File: src/rtl/demux2_reg_router.sv
// ---------------------------------------------------------------------------
// demux2_reg_router
//
// Registered 1-to-2 demultiplexer with valid/ready handshakes. One upstream
// port carries a DATA_W-bit word plus a select bit. A one-entry pipeline slot
// holds the word and presents it on exactly one downstream port:
//   select 0 -> port 0 (data memory path)
//   select 1 -> port 1 (MMIO path)
// While the selected sink holds ready high, the slot drains and refills in
// the same cycle, giving one word per cycle even when selects alternate.
//
// Optional feature macro: DEMUX_STATS_EN
//   When defined, cnt0/cnt1 count completed transfers on port 0/port 1.
//   The counters wrap modulo 2^CNT_W and are cleared only by reset. When
//   the macro is undefined the counter ports and logic are absent.
//
// Parameters:
//   DATA_W  word width of in_data / out0_data / out1_data
//   CNT_W   width of the per-port delivery counters (DEMUX_STATS_EN only)
//
// Ports:
//   clk         rising-edge clock
//   reset       asynchronous active-high reset
//   in_valid    upstream word valid
//   in_ready    block can accept this cycle (depends on outN_ready only)
//   in_data     upstream word
//   in_select   destination select
//   out0_valid  port 0 word valid      out0_ready  port 0 sink ready
//   out0_data   port 0 word
//   out1_valid  port 1 word valid      out1_ready  port 1 sink ready
//   out1_data   port 1 word
//   cnt0, cnt1  delivered-word counters (DEMUX_STATS_EN only)
// ---------------------------------------------------------------------------
module demux2_reg_router #(
  parameter int DATA_W = 32,
  parameter int CNT_W  = 16
) (
  input  logic              clk,
  input  logic              reset,
  input  logic              in_valid,
  output logic              in_ready,
  input  logic [DATA_W-1:0] in_data,
  input  logic              in_select,
  output logic              out0_valid,
  input  logic              out0_ready,
  output logic [DATA_W-1:0] out0_data,
  output logic              out1_valid,
  input  logic              out1_ready,
  output logic [DATA_W-1:0] out1_data
`ifdef DEMUX_STATS_EN
  ,
  output logic [CNT_W-1:0]  cnt0,
  output logic [CNT_W-1:0]  cnt1
`endif
);

  typedef enum logic [0:0] {
    ST_EMPTY = 1'b0,
    ST_FULL  = 1'b1
  } state_t;

  state_t              state_q, state_d;
  logic [DATA_W-1:0]   data_q, data_d;
  logic                sel_q, sel_d;

  logic                sink_ready_s;  // ready of the port named by the slot
  logic                drain_s;       // slot word leaves this cycle
  logic                in_ready_s;
  logic                accept_s;      // upstream word enters this cycle

  // Handshake decode: in_ready is built from state and sink readies only,
  // so there is no combinational path from in_valid back to in_ready.
  always_comb begin
    sink_ready_s = 1'b0;
    drain_s      = 1'b0;
    in_ready_s   = 1'b0;
    accept_s     = 1'b0;
    if (sel_q) begin
      sink_ready_s = out1_ready;
    end else begin
      sink_ready_s = out0_ready;
    end
    if (state_q == ST_FULL) begin
      drain_s    = sink_ready_s;
      in_ready_s = sink_ready_s;
    end else begin
      drain_s    = 1'b0;
      in_ready_s = 1'b1;
    end
    accept_s = in_valid & in_ready_s;
  end

  // Next-state and slot-load logic: the slot only changes on accept, so the
  // presented word and select stay stable while a sink stalls.
  always_comb begin
    state_d = state_q;
    data_d  = data_q;
    sel_d   = sel_q;
    case (state_q)
      ST_EMPTY: begin
        if (accept_s) begin
          state_d = ST_FULL;
          data_d  = in_data;
          sel_d   = in_select;
        end else begin
          state_d = ST_EMPTY;
        end
      end
      ST_FULL: begin
        if (drain_s) begin
          if (accept_s) begin
            // Drain and refill in one cycle keeps full throughput.
            state_d = ST_FULL;
            data_d  = in_data;
            sel_d   = in_select;
          end else begin
            state_d = ST_EMPTY;
          end
        end else begin
          state_d = ST_FULL;
        end
      end
      default: begin
        state_d = ST_EMPTY;
      end
    endcase
  end

  // State and slot registers; reset discards any buffered word.
  always_ff @(posedge clk or posedge reset) begin
    if (reset) begin
      state_q <= ST_EMPTY;
      data_q  <= {DATA_W{1'b0}};
      sel_q   <= 1'b0;
    end else begin
      state_q <= state_d;
      data_q  <= data_d;
      sel_q   <= sel_d;
    end
  end

  assign in_ready   = in_ready_s;
  // Valids decode straight from flops, so both ports see registered outputs
  // and at most one of them can be high.
  assign out0_valid = (state_q == ST_FULL) & ~sel_q;
  assign out1_valid = (state_q == ST_FULL) &  sel_q;
  assign out0_data  = data_q;
  assign out1_data  = data_q;

`ifdef DEMUX_STATS_EN
  localparam logic [CNT_W-1:0] CNT_ONE = {{(CNT_W-1){1'b0}}, 1'b1};

  logic [CNT_W-1:0] cnt0_q, cnt0_d;
  logic [CNT_W-1:0] cnt1_q, cnt1_d;

  // Delivery counters advance on each completed port transfer and wrap.
  always_comb begin
    cnt0_d = cnt0_q;
    cnt1_d = cnt1_q;
    if (drain_s) begin
      if (sel_q) begin
        cnt1_d = cnt1_q + CNT_ONE;
      end else begin
        cnt0_d = cnt0_q + CNT_ONE;
      end
    end else begin
      cnt0_d = cnt0_q;
      cnt1_d = cnt1_q;
    end
  end

  // Counter registers, cleared only by reset.
  always_ff @(posedge clk or posedge reset) begin
    if (reset) begin
      cnt0_q <= {CNT_W{1'b0}};
      cnt1_q <= {CNT_W{1'b0}};
    end else begin
      cnt0_q <= cnt0_d;
      cnt1_q <= cnt1_d;
    end
  end

  assign cnt0 = cnt0_q;
  assign cnt1 = cnt1_q;
`endif

endmodule
File: config.mk
export PLATFORM = sky130hd
export DESIGN_NAME = demux2_reg_router
export DESIGN_NICKNAME = d
export VERILOG_FILES = /design/src/rtl/demux2_reg_router.sv
export SDC_FILE = /design/constraint.sdc
export NUM_CORES = 1
export LEC_CHECK = 0
export CORE_MARGIN = 1
export CORE_UTILIZATION = 35
export CTS_CLUSTER_DIAMETER = 60
export DETAILED_ROUTE_END_ITERATION = 8
export GPL_ROUTABILITY_DRIVEN = 0
export HOLD_SLACK_MARGIN = 0.06
export PLACE_DENSITY_LB_ADDON = 0.15
export SYNTH_ARGS = -nofsm -noshare
export SYNTH_HDL_FRONTEND = slang
export SYNTH_SLANG_ARGS = --single-unit
File: constraint.sdc
create_clock -name clk -period 1.73 [get_ports clk]
set_clock_uncertainty 0.05 [all_clocks]
set_input_delay 0.4325 -clock clk [delete_from_list [all_inputs] [get_ports clk]]
set_output_delay 0.4325 -clock clk [all_outputs]
set_load 0.005 [all_outputs]
Word level (Yosys, flattened, before mapping)
Index checks and enable logic that the tools add are counted.

Register bits after elaboration: 34. Logic and storage cells: 21. Output and inout port bits: 67.

Multiplexer cells: 12. Equality and inequality tests: 1. Bitwise gates (word level): 5.

Operators with widths (number): $mux W32 (2); $pmux W32 S2 (1); $mux W1 (7); $pmux W1 S2 (2); $and A1 B1 Y1 (3); $ne A2 B1 Y1 const B (1); $not A1 Y1 (2).

Longest topological paths before layout
Depth after elaboration: 6. Depth in mapped cells: 4.

Worst setup path before layout
Ideal clock, no wire load.

Kind: register to register. Start point: register sel_q. End point: register data_q[0], in the netlist out0_data[0]. Slack: 231 ps. Data required time: 1555 ps. Setup time: 125 ps. Buffers on the path: 1. Cell stages (with the launch flop): 5. Arrival time: 1324 ps. Path through: dfrtp_1 > mux2i_1 > a21boi_2 > buf_6 > mux2_2.

Cells in the longest elaborated chain, start to end: 6. Elaborated cells between the ends (all ways): 8.

RTL lines: start: declaration (line 64) `logic sel_q, sel_d;`; start signal: assignment (line 138) `sel_q <= sel_d;`; $mux W1 (*) (line 78) `if (sel_q) begin`; $mux W1 (line 83) `if (state_q == ST_FULL) begin`; $and A1 B1 Y1 (line 90) `accept_s = in_valid & in_ready_s;`; $mux W32 (2 in a row); $pmux W32 S2; end signal: assignment (line 133) `data_q <= {DATA_W{1'b0}};`; end signal: assignment (line 137) `data_q <= data_d;`; end: declaration (line 63) `logic [DATA_W-1:0] data_q, data_d;`.

Every way passes the cells marked *; elsewhere a longest branch is shown, timed or not. The select of a mux whose other input is x is not followed. A chain may end at the register's enable or synchronous reset.

Worst setup path after layout
Start point: register sel_q. End point: output in_ready.

Cells in the longest elaborated chain, start to end: 2.

RTL lines: $mux W1 (line 78); $mux W1 (line 83); end: declaration (line 41) `output logic in_ready,`.

No other way between the ends.

==> impl_metrics.tcl <==
set metrics [dict create \
    switching_share_pct 24.3 \
    drc 0 \
    yosys.area_share.adder_pct 0 \
    power.share.clock_pct 20.6 \
    cts_tree "yes" \
    clock_sinks 34 \
    comb_power_share_pct 41.6 \
    antenna_found_initial 0 \
    grt_pass1_vias 1101 \
    clk_latency_ns 0.28 \
    setup.worst_path.start "sel_q$_DFFE_PP0P_" \
    dieWidth_um 68.8 \
    status "finished, violations left" \
    max_stage_delay_ns 0.42 \
    power_frac_seq_pct 37.8 \
    p_sw_uw 694 \
    power_leakage_uw 0.00126 \
    r2r_setup_slack_ns 0.03 \
    drt_pass1_iterations 3 \
    grtUsageTotal_pct 15.9 \
    finalSetupViolCount 1 \
    timing.rr.end "out0_data[5]$_DFFE_PP0P_" \
    synth_compound_gate_area_share_pct 2.16 \
    slew_viol_final 0 \
    hpwl_mm 2.62 \
    start_kind "register" \
    final_cell_mix "98 x clkdlybuf4s50_1, 33 x dfrtp_1, 32 x mux2_4" \
    fp.dieArea_sq_um 4740 \
    yosys.cell_types.count 14 \
    crit_path_end_kind "primary output" \
    fmax_mhz 574 \
    avgSynthCellArea_sq_um 13.8 \
    die_y_um 68.8 \
    core_area_sq_um 4140 \
    synth-xor-area-share_pct 0 \
    synthMuxAreaShare_pct 23.7 \
    period_needed_ns 1.74 \
    r2r_start "sel_q$_DFFE_PP0P_" \
    netlist_instances 113 \
    final_cells 255 \
    cp.arrival_ns 1.26 \
    max_cap_violations 0 \
    synth_warnings 0 \
    grt_remaining_overflow 0 \
    synthesis.nets 151 \
    clk_pin_slew_ns 0.06 \
    start_util_pct 37.7 \
    antennaDiodeCount 0 \
    ys_ff_latch 34 \
    power_density_nw_per_um2 1020 \
    final_common_cell "clkdlybuf4s50_1" \
    violations "setup timing" \
    ioPinCount 105 \
    synth_top_family_by_area "multiplexers" \
    worstPathRequired_ns 1.25 \
    crit_slowest_cell "dfrtp_1" \
    synthSimpleGateAreaFrac_pct 1.76 \
    finalCritPeriodShare_pct 101 \
    area_growth_pct 79.5 \
    drive_gt1_share_pct 29.8 \
    cts-buffers-inserted 5 \
    peakVddDrop_mv 0.519 \
    cp_max_fo 4 \
    r2r.worst_path.cells 6 \
    grt_pass1_wl_mm 5.24 \
    rows 23 \
    wl_mm 3.81 \
    port_buffers 104 \
    hold_viol 0 \
    wl_per_cell_um 14.9 \
    worst_slew_margin_rel_pct 84.9 \
    root_buffer "clkbuf_8" \
    ant_nets 0 \
    dr_total_vias 1162 \
    rsz0062_at_grt "yes" \
    nets 242 \
    post-place-cells 238 \
    utilization_pct 67.8 \
    cts_hold_buf 0 \
    grt_max_degree 19 \
    cts_buffer_depth 2 \
    drt_iter0_markers 33 \
    setup_slack_ns -0.0107 \
    crit_path_end "in_ready" \
    p_int_uw 2160 \
    fillers 301 \
    via_per_inst 4.56 \
    hold_class "input port to asynchronous set/reset pin" \
    worst_slew_pin_slew_ns 0.227 \
    worstSetupPathType "register to primary output" \
    syn_area_sq_um 1560 \
    yosysSeqAreaShare_pct 54.4 \
    h-tree-depth 2 \
    crit_chain "mux2i_2 > buf_4 > nand2_2 > buf_2" \
]
[Yosys cell counts (all sizes together)]
| master | count | area [sq um] |
|---|---|---|
| inv | 2 | 7.51 |
| buf | 35 | 274 |
| and2 | 1 | 7.51 |
| a21boi | 1 | 11.3 |
| mux2 | 32 | 360 |
| mux2i | 1 | 10.0 |
| o21ai | 1 | 5.00 |
| nand2b | 2 | 12.5 |
| dfrtp | 34 | 851 |
| a22o | 1 | 8.76 |
| a21o | 1 | 8.76 |
| nand2 | 1 | 3.75 |
| nor2 | 1 | 3.75 |
[worst max-delay path, delay by kind of cell (launching register included)]
family	cells	cell delay, ns
buf+inv	2	0.26
simple gates	1	0.04
flops	1	0.42
mux	1	0.26
[cell type report]
class                   count  area [sq um]  share of cell area, %
inverters                   2          7.51                  0.267
clock buffers               7          86.3                   3.07
repair buffers            119          1230                   43.7
multi-input cells          42           567                   20.2
well taps                  50          62.6                   2.23
flip-flops and latches     34           852                   30.3
clock inverters             1          5.00                  0.178
[how the worst min path moves through the flow]
stage / slack, ns / depth (start not counted) / end / start
after floorplan: 0.48 / 1 / out0_data[0]$_DFFE_PP0P_ / out0_data[0]$_DFFE_PP0P_
after global placement: 0.46 / 1 / out0_data[22]$_DFFE_PP0P_ / out0_data[22]$_DFFE_PP0P_
after detailed placement: 0.47 / 1 / out0_data[24]$_DFFE_PP0P_ / out0_data[24]$_DFFE_PP0P_
after CTS: 0.43 / 3 / out0_data[31]$_DFFE_PP0P_ / reset
after global routing: 0.46 / 3 / out0_data[31]$_DFFE_PP0P_ / reset
final: 0.44 / 3 / out0_data[31]$_DFFE_PP0P_ / reset
[state kept, by name, summed over array words and instances, names as in the netlist]
name / flops
out0_data: 32
sel_q: 1
state_q: 1
[power groups by stage]
| stage | Clock (uW) | Sequential, uW | Combinational, uW |
|---|---|---|---|
| 2_1_floorplan | 0 | 1090 | 456 |
| 5_1_grt | 649 | 1100 | 1270 |
| 4_1_cts | 609 | 1080 | 1130 |
| 3_3_place_gp | 0 | 1070 | 1010 |
| 3_5_place_dp | 0 | 1090 | 1020 |
| 6_report | 587 | 1080 | 1190 |
[per-layer routing]
| layer | vias to the layer above | track usage (%) | part of all wire (%) |
|---|---|---|---|
| met5 | - | 0 | 0 |
| met1 | 567 | 17.1 | 39 |
| met2 | 59 | 28.6 | 52 |
| met4 | 0 | 7.65 | 1.5 |
| met3 | 7 | 4.28 | 7.4 |
| li1 | 529 | - | - |
[kinds of logic (layout without fill, tap and decap cells)]
group | Yosys count | after routing
buffers and inverters | 37 | 129
DFF | 34 | 34
muxes | 33 | 33
and+or+nand+nor | 5 | 5
AOI/OAI and AO/OA | 4 | 4
[timing repair]
action,4_1_cts,5_1_grt
endpoints found under the setup margin,35,5
setup buffers,7,1
cloned,2,0
gates resized for setup,27,21
pin swaps,4,1
[metrics by stage]
step | hold WS (ns) | setup WS, ns | total power, uW | cell area [sq um] | setup TNS (ns)
2_1_floorplan | 0.479 | 0.231 | 1540 | 1560 | 0
3_3_place_gp | 0.461 | -0.325 | 2080 | 2470 | -10.03
3_5_place_dp | 0.469 | -0.366 | 2110 | 2470 | -11.52
4_1_cts | 0.425 | 0.00190 | 2820 | 2720 | 0
5_1_grt | 0.464 | -0.0825 | 3030 | 2810 | -0.572
6_report | 0.436 | -0.0107 | 2850 | 2810 | -0.0107
Note: power is estimated with default switching activity, not from simulation.
